### src/rtl/ldr_str_unit_if.sv
// Data-memory bus between the load/store unit and memory.
// Single outstanding req/ack transaction, ack is a one-cycle pulse.
interface ldr_str_unit_if;
  logic        mem_req;
  logic        mem_we;
  logic [31:0] mem_addr;
  logic [31:0] mem_wdata;
  logic [3:0]  mem_be;
  logic        mem_ack;
  logic [31:0] mem_rdata;

  modport master (
    output mem_req,
    output mem_we,
    output mem_addr,
    output mem_wdata,
    output mem_be,
    input  mem_ack,
    input  mem_rdata
  );

  modport slave (
    input  mem_req,
    input  mem_we,
    input  mem_addr,
    input  mem_wdata,
    input  mem_be,
    output mem_ack,
    output mem_rdata
  );
endinterface

### src/rtl/ldr_str_unit.sv
// Load/store unit: one command at a time, req/ack to data memory
// with byte lanes and timeout, load data written back to regfile.
module ldr_str_unit #(
  parameter int TIMEOUT = 16
) (
  input  logic        clk,
  input  logic        rst,
  input  logic        start,
  input  logic        is_load,
  input  logic        is_byte,
  input  logic [31:0] addr,
  input  logic [31:0] str_data,
  input  logic [3:0]  dest_reg,
  output logic        busy,
  output logic        done,
  output logic        fault,
  ldr_str_unit_if.master mem,
  output logic [31:0] w_data_ldr,
  output logic [3:0]  w_addr_ldr,
  output logic        w_en_ldr
);

  typedef enum logic [1:0] {
    IDLE,
    REQ,
    RESP
  } state_t;

  localparam logic [7:0] CNT_LAST = 8'(TIMEOUT - 1);

  state_t      state_q, state_d;
  logic [7:0]  cnt_q, cnt_d;
  logic        ld_q, ld_d;
  logic        byte_q, byte_d;
  logic [1:0]  lane_q, lane_d;
  logic [3:0]  dest_q, dest_d;

  logic        busy_q, busy_d;
  logic        done_q, done_d;
  logic        fault_q, fault_d;
  logic        req_q, req_d;
  logic        we_q, we_d;
  logic [31:0] maddr_q, maddr_d;
  logic [31:0] wdata_q, wdata_d;
  logic [3:0]  be_q, be_d;
  logic [31:0] wd_q, wd_d;
  logic [3:0]  wa_q, wa_d;
  logic        wen_q, wen_d;

  logic        reject;
  logic [31:0] ldata;

  assign reject = (!is_byte && addr[1:0] != 2'b00)
               || (is_load && dest_reg == 4'hF);

  // Byte loads pick the lane and zero-extend.
  always_comb begin
    ldata = mem.mem_rdata;
    if (byte_q) begin
      unique case (lane_q)
        2'd0: ldata = {24'b0, mem.mem_rdata[7:0]};
        2'd1: ldata = {24'b0, mem.mem_rdata[15:8]};
        2'd2: ldata = {24'b0, mem.mem_rdata[23:16]};
        2'd3: ldata = {24'b0, mem.mem_rdata[31:24]};
      endcase
    end
  end

  always_comb begin
    state_d = state_q;
    cnt_d   = cnt_q;
    ld_d    = ld_q;
    byte_d  = byte_q;
    lane_d  = lane_q;
    dest_d  = dest_q;
    busy_d  = busy_q;
    done_d  = 1'b0;
    fault_d = 1'b0;
    req_d   = req_q;
    we_d    = we_q;
    maddr_d = maddr_q;
    wdata_d = wdata_q;
    be_d    = be_q;
    wd_d    = wd_q;
    wa_d    = wa_q;
    wen_d   = 1'b0;
    unique case (state_q)
      IDLE: begin
        if (start) begin
          ld_d   = is_load;
          byte_d = is_byte;
          lane_d = addr[1:0];
          dest_d = dest_reg;
          busy_d = 1'b1;
          if (reject) begin
            state_d = RESP;
            done_d  = 1'b1;
            fault_d = 1'b1;
          end else begin
            state_d = REQ;
            cnt_d   = 8'd0;
            req_d   = 1'b1;
            we_d    = !is_load;
            maddr_d = {addr[31:2], 2'b00};
            if (is_load) begin
              be_d    = 4'hF;
              wdata_d = 32'h0;
            end else if (is_byte) begin
              be_d    = 4'b0001 << addr[1:0];
              wdata_d = {4{str_data[7:0]}};
            end else begin
              be_d    = 4'hF;
              wdata_d = str_data;
            end
          end
        end
      end
      REQ: begin
        // Ack wins over a timeout landing in the same cycle.
        if (mem.mem_ack) begin
          state_d = RESP;
          req_d   = 1'b0;
          done_d  = 1'b1;
          if (ld_q) begin
            wen_d = 1'b1;
            wa_d  = dest_q;
            wd_d  = ldata;
          end
        end else if (cnt_q == CNT_LAST) begin
          state_d = RESP;
          req_d   = 1'b0;
          done_d  = 1'b1;
          fault_d = 1'b1;
        end else begin
          cnt_d = cnt_q + 8'd1;
        end
      end
      RESP: begin
        state_d = IDLE;
        busy_d  = 1'b0;
      end
      default: state_d = IDLE;
    endcase
  end

  always_ff @(posedge clk) begin
    if (rst) begin
      state_q <= IDLE;
      cnt_q   <= 8'd0;
      ld_q    <= 1'b0;
      byte_q  <= 1'b0;
      lane_q  <= 2'd0;
      dest_q  <= 4'd0;
      busy_q  <= 1'b0;
      done_q  <= 1'b0;
      fault_q <= 1'b0;
      req_q   <= 1'b0;
      we_q    <= 1'b0;
      maddr_q <= 32'h0;
      wdata_q <= 32'h0;
      be_q    <= 4'h0;
      wd_q    <= 32'h0;
      wa_q    <= 4'h0;
      wen_q   <= 1'b0;
    end else begin
      state_q <= state_d;
      cnt_q   <= cnt_d;
      ld_q    <= ld_d;
      byte_q  <= byte_d;
      lane_q  <= lane_d;
      dest_q  <= dest_d;
      busy_q  <= busy_d;
      done_q  <= done_d;
      fault_q <= fault_d;
      req_q   <= req_d;
      we_q    <= we_d;
      maddr_q <= maddr_d;
      wdata_q <= wdata_d;
      be_q    <= be_d;
      wd_q    <= wd_d;
      wa_q    <= wa_d;
      wen_q   <= wen_d;
    end
  end

  assign busy          = busy_q;
  assign done          = done_q;
  assign fault         = fault_q;
  assign mem.mem_req   = req_q;
  assign mem.mem_we    = we_q;
  assign mem.mem_addr  = maddr_q;
  assign mem.mem_wdata = wdata_q;
  assign mem.mem_be    = be_q;
  assign w_data_ldr    = wd_q;
  assign w_addr_ldr    = wa_q;
  assign w_en_ldr      = wen_q;

endmodule
### src/flat_wrapper.sv
// flat-port wrapper written by rule: the top's interface ports become plain ports
module ldr_str_unit_flat 
#(
  parameter int TIMEOUT = 16
)
  (clk, rst, start, is_load, is_byte, addr, str_data, dest_reg, busy, done, fault, w_data_ldr, w_addr_ldr, w_en_ldr, mem_mem_req, mem_mem_we, mem_mem_addr, mem_mem_wdata, mem_mem_be, mem_mem_ack, mem_mem_rdata);
  ldr_str_unit_if mem_i ();
  input  logic clk;
  input  logic rst;
  input  logic start;
  input  logic is_load;
  input  logic is_byte;
  input  logic [31:0] addr;
  input  logic [31:0] str_data;
  input  logic [3:0] dest_reg;
  output logic busy;
  output logic done;
  output logic fault;
  output logic [31:0] w_data_ldr;
  output logic [3:0] w_addr_ldr;
  output logic w_en_ldr;
  output wire logic [$bits(mem_i.mem_req)-1:0] mem_mem_req;
  output wire logic [$bits(mem_i.mem_we)-1:0] mem_mem_we;
  output wire logic [$bits(mem_i.mem_addr)-1:0] mem_mem_addr;
  output wire logic [$bits(mem_i.mem_wdata)-1:0] mem_mem_wdata;
  output wire logic [$bits(mem_i.mem_be)-1:0] mem_mem_be;
  input wire logic [$bits(mem_i.mem_ack)-1:0] mem_mem_ack;
  input wire logic [$bits(mem_i.mem_rdata)-1:0] mem_mem_rdata;
  assign mem_mem_req = mem_i.mem_req;
  assign mem_mem_we = mem_i.mem_we;
  assign mem_mem_addr = mem_i.mem_addr;
  assign mem_mem_wdata = mem_i.mem_wdata;
  assign mem_mem_be = mem_i.mem_be;
  assign mem_i.mem_ack = mem_mem_ack;
  assign mem_i.mem_rdata = mem_mem_rdata;
  ldr_str_unit #(.TIMEOUT(TIMEOUT)) u_core (.clk(clk), .rst(rst), .start(start), .is_load(is_load), .is_byte(is_byte), .addr(addr), .str_data(str_data), .dest_reg(dest_reg), .busy(busy), .done(done), .fault(fault), .mem(mem_i), .w_data_ldr(w_data_ldr), .w_addr_ldr(w_addr_ldr), .w_en_ldr(w_en_ldr));
endmodule
### config.mk
export PLATFORM = sky130hd
export DESIGN_NAME = ldr_str_unit_flat
export DESIGN_NICKNAME = d
export VERILOG_FILES = /design/src/rtl/ldr_str_unit_if.sv /design/src/rtl/ldr_str_unit.sv /design/src/flat_wrapper.sv
export SDC_FILE = /design/constraint.sdc
export NUM_CORES = 1
export LEC_CHECK = 0
export CORE_MARGIN = 2
export CORE_UTILIZATION = 46
export DETAILED_ROUTE_END_ITERATION = 7
export PLACE_DENSITY = 0.95
export SLEW_MARGIN = 20
export SYNTH_ARGS = -nofsm -noshare
export SYNTH_HDL_FRONTEND = slang
export SYNTH_SLANG_ARGS = --single-unit
### constraint.sdc
create_clock -name clk -period 5.8 [get_ports clk]
set_input_delay 1.16 -clock clk [delete_from_list [all_inputs] [get_ports clk]]
set_output_delay 1.16 -clock clk [all_outputs]
set_load 0.005 [all_outputs]
# Yosys cells after proc, flatten, opt, wreduce, memory -nomap -nowiden
# Cells that the tools add are included.
# word_totals
wordCells	83
inputBits	106
regBits	126
# op_classes
bitwise	3
n_addsub	1
eq_ne	12
mux	31
n_shift	1
reduce_logical	18
# op_table
cell	n
$pmux W32 S4	1
$mux W32	3
$mux W8	4
$pmux W8 S2	1
$mux W1	11
$add A8 B1 Y8 const B	1
$eq A8 B4 Y1 const B	1
$mux W2	4
$mux W4	2
$ne A2 B2 Y1 const B	4
$pmux W1 S2	4
$eq A2 B2 Y1 const B	3
$reduce_and A2 Y1	3
$reduce_and A3 Y1	2
$reduce_bool A2 Y1	3
$reduce_and A5 Y1	1
$eq A2 B1 Y1 const B	2
$eq A4 B4 Y1 const B	1
$logic_not A2 Y1	2
$pmux W2 S2	1
$reduce_and A4 Y1	1
$shl A1 B2 Y4 const A	1
$ne A3 B2 Y1 const B	1
$not A1 Y1	3
other kinds (4)	6

# Depth between registers and ports, before layout
# logic_depth
word_depth	6
mapped_depth	7

# Worst setup path before layout
# Ideal clock, no wire load.
# synth_path
path_kind	input -> register
start	in is_byte
end	reg u_core.wdata_q[18] (netlist: u_core.mem.mem_wdata[18])
arrival_time_ns	2.558
setup_ns	0.069
path_stages	7
slack_ns	3.172
path_buffers	3
path_cell_list	buf_2 o21bai_1 o211a_1 buf_2 nor2_1 buf_2 o2bb2ai_4
# synth_between
elab_chain_len	5
elab_cells_between_ends	7
cone_classes	mux (2); bitwise (1); reduce/logical (4)
# synth_rtl
element	line	rtl
start: declaration	flat_wrapper.sv:12	input logic is_byte;
$logic_not A1 Y1	ldr_str_unit.sv:53	assign reject = (!is_byte && addr[1:0] != 2'b00)
$logic_and A1 B1 Y1	ldr_str_unit.sv:53	
$logic_or A1 B1 Y1	ldr_str_unit.sv:54	|| (is_load && dest_reg == 4'hF);
$not A1 Y1 (no source line)	n/a	
$reduce_and A3 Y1 (no source line)	n/a	
end signal: assignment	ldr_str_unit.sv:178	wdata_q <= wdata_d;
end: declaration	ldr_str_unit.sv:44	logic [31:0] wdata_q, wdata_d;
# Parallel ways exist; a longest one is shown, timed or not.
# A chain may end at the register's enable or synchronous reset.

# Worst setup path in the final report
# layout_path
start	in is_byte
end	reg u_core.wdata_q[7] (netlist: u_core.mem.mem_wdata[7])
# layout_between
elab_chain_len	5
# layout_rtl
element	line
$logic_not A1 Y1	ldr_str_unit.sv:53
$logic_and A1 B1 Y1	ldr_str_unit.sv:53
$logic_or A1 B1 Y1	ldr_str_unit.sv:54
$not A1 Y1 (no source line)	n/a
$reduce_and A3 Y1 (no source line)	n/a
# No other way between the ends.

==> flow_metrics.tcl <==
set metrics [dict create \
    synth-edff-count 0 \
    grt_pass1_wl_um 24200 \
    hold_path_class "flip-flop to flip-flop" \
    synth_warnings 0 \
    final_common_cell "clkdlybuf4s50_1" \
    clk_latency_ns 0.52 \
    crit_path_frequent_cell "buf_4" \
    wl_met1_um 6060 \
    outcome "completed" \
    drc 0 \
    postRouteWirelength_um 15900 \
    maxCapViolations 0 \
    dr_wl_met2_um 8010 \
    netlist_area_um2 5100 \
    gp_congestion 0.825 \
    hold_buffers 0 \
    layout_min_cycle_time_ns 2.88 \
    synthFlopType "dfxtp_1" \
    period_share_pct 49.7 \
    required_ns 6.24 \
    cts_buffer_depth 2 \
    grtUsageTotal_pct 26.6 \
    path_clk_slew_ns 0.06 \
    leakage_nw 2.94 \
    nFillCells 757 \
    final_cell_mix "212 x clkdlybuf4s50_1, 126 x dfxtp_1, 104 x nand2_1" \
    numPortBuffers 213 \
    place_area_um2 7240 \
    dieArea_um2 11900 \
    fin_area_um2 7840 \
    crit_type "input port to flip-flop" \
    grt_antenna_before_repair 0 \
    rows 38 \
    fin_ws_ns 2.92 \
    dp.final_hpwl_um 11400 \
    cts_resized 0 \
    fin_nets 842 \
    hold_slack_ns 0.451 \
    wl_met3_um 1420 \
    worst_slew_pin_slew_ns 0.809 \
    crit_fanout 40 \
    drive_above_1_share_pct 9.09 \
    avgViaCountPerCell 5.48 \
    tns_ns 0 \
    p_per_area_nw_per_um2 287 \
    peakVddDrop_uv 189 \
    cp-end-kind "flip-flop" \
    critical_path.cell_chain "clkdlybuf4s50_1 -> buf_4 -> o21bai_1 -> o211a_1 -> buf_4 -> nand3_1 -> a21oi_1" \
    post_cts_buffers 0 \
    cts_sinks 126 \
    gr-total-overflow 0 \
    die_h_um 109 \
    via_count 4863 \
    antenna_left 0 \
    slew_violations 0 \
    total_power_mw 2.25 \
    cts_buffers 17 \
    antenna_cells 0 \
    core_um2 10800 \
    slew_headroom_pct 46.0 \
    crit_family "buffers and inverters" \
    syn_to_final_growth_pct 53.7 \
    avgSynthCellArea_um2 9.49 \
    setup_viol 0 \
    synth-seq-area-share_pct 49.5 \
    pre_cts_slack_ns 2.43 \
    htreeDepth 4 \
    synthArstFlopShare_pct 0 \
    ys_ff_latch 126 \
    grt_pass1_vias 4859 \
    synthCells 537 \
    cp_slowest_cell "clkdlybuf4s50_1" \
    die-width_um 109 \
    rsz0062_at_grt "false" \
    path_buf_inv 3 \
    worstSetupStartpointType "input port" \
    grt_start_max_net_pins 80 \
    cts_tree "done" \
    fmax_mhz 347 \
    hold_viol_final 0 \
    slowest_delay_ns 0.46 \
    wl_per_cell_um 17.9 \
    synthDistinctLibCells 50 \
    highest_layer "met4" \
    drt_iter0_markers 430 \
    drt_pass1_iterations 5 \
    cp_data_arrival_time_ns 3.32 \
    start_util_pct 47.0 \
    fin_skew_ns 0.00781 \
    ios 216 \
    cts-root-buf "clkbuf_8" \
]
-- power breakdown --
group / total (mW) / internal [mW] / switching [mW] / leakage [nW]
clock: 1.04 / 0.667 / 0.375 / 0.290
combinational: 0.283 / 0.156 / 0.128 / 1.63
sequential: 0.926 / 0.899 / 0.0266 / 1.02
total: 2.25 / 1.72 / 0.529 / 2.94
-- cells by family after synthesis --
logic type      synth area share, %
simple gates                   14.0
compound gates                 24.5
flops                          49.5
buf+inv                        5.42
mux                            6.28
fa+ha+maj                     0.245
other cells                  0.0735
-- final cells by class --
type	instances	area [µm²]	area share, %
clock inverter	9	108	1.37
tap	140	175	2.24
sequential	126	2520	32.2
clock buffer	23	487	6.21
multi-input combinational	357	2310	29.5
timing repair buffer	221	2190	27.9
inverter	12	45.0	0.575
-- registers in the layout (all words and copies together), names as in the netlist --
signal / flops
u_core.busy: 1
u_core.byte_q: 1
u_core.cnt_q: 8
u_core.dest_q: 4
u_core.done: 1
u_core.fault: 1
u_core.lane_q: 2
u_core.ld_q: 1
u_core.mem.mem_addr: 30
u_core.mem.mem_be: 4
u_core.mem.mem_req: 1
u_core.mem.mem_wdata: 32
u_core.mem.mem_we: 1
u_core.state_q: 2
u_core.w_addr_ldr: 4
u_core.w_data_ldr: 32
u_core.w_en_ldr: 1
-- Yosys cell counts (all sizes together), types with 4 or more instances --
cell	instances	area [µm²]
dfxtp	126	2520
nand2	104	390
a21oi	63	315
a22o	32	280
mux2i	32	320
clkbuf	29	109
o2bb2ai	24	360
nor2	19	71.3
buf	14	123
nand3	14	70.1
inv	12	45.0
a211o	10	87.6
nor3	10	50.1
o21ai	4	20.0
-- path summary, 6_finish.rpt --
path,endpoint,cells past startpoint,slack [ns],from
hold / removal,u_core.w_addr_ldr[1],2,0.45,u_core.w_addr_ldr[1]
setup reg to reg,u_core.mem.mem_wdata[14],3,3.64,u_core.state_q[1]
setup / recovery,u_core.mem.mem_wdata[7],7,2.92,is_byte
hold reg to reg,u_core.w_addr_ldr[1],2,0.45,u_core.w_addr_ldr[1]
-- worst min-delay path, cell delays in order (launching register included) --
cell,delay [ns]
dfxtp_1,0.30
nand2_1,0.05
a21oi_1,0.05
-- per-stage QoR --
step | std cells | util [%]
2_1_floorplan | 538 | -
3_3_place_gp | 856 | 66.8
3_5_place_dp | 856 | 66.8
4_1_cts | 888 | 72.3
5_1_grt | 888 | 72.3
6_report | 888 | 72.3
-- layer usage --
| layer | track usage [%] | vias up |
|---|---|---|
| met5 | 0 | - |
| met4 | 11.9 | 0 |
| met3 | 9.56 | 31 |
| met2 | 46.4 | 237 |
| met1 | 28.9 | 2293 |
| li1 | - | 2302 |
Power figures use the tool's default switching activity.
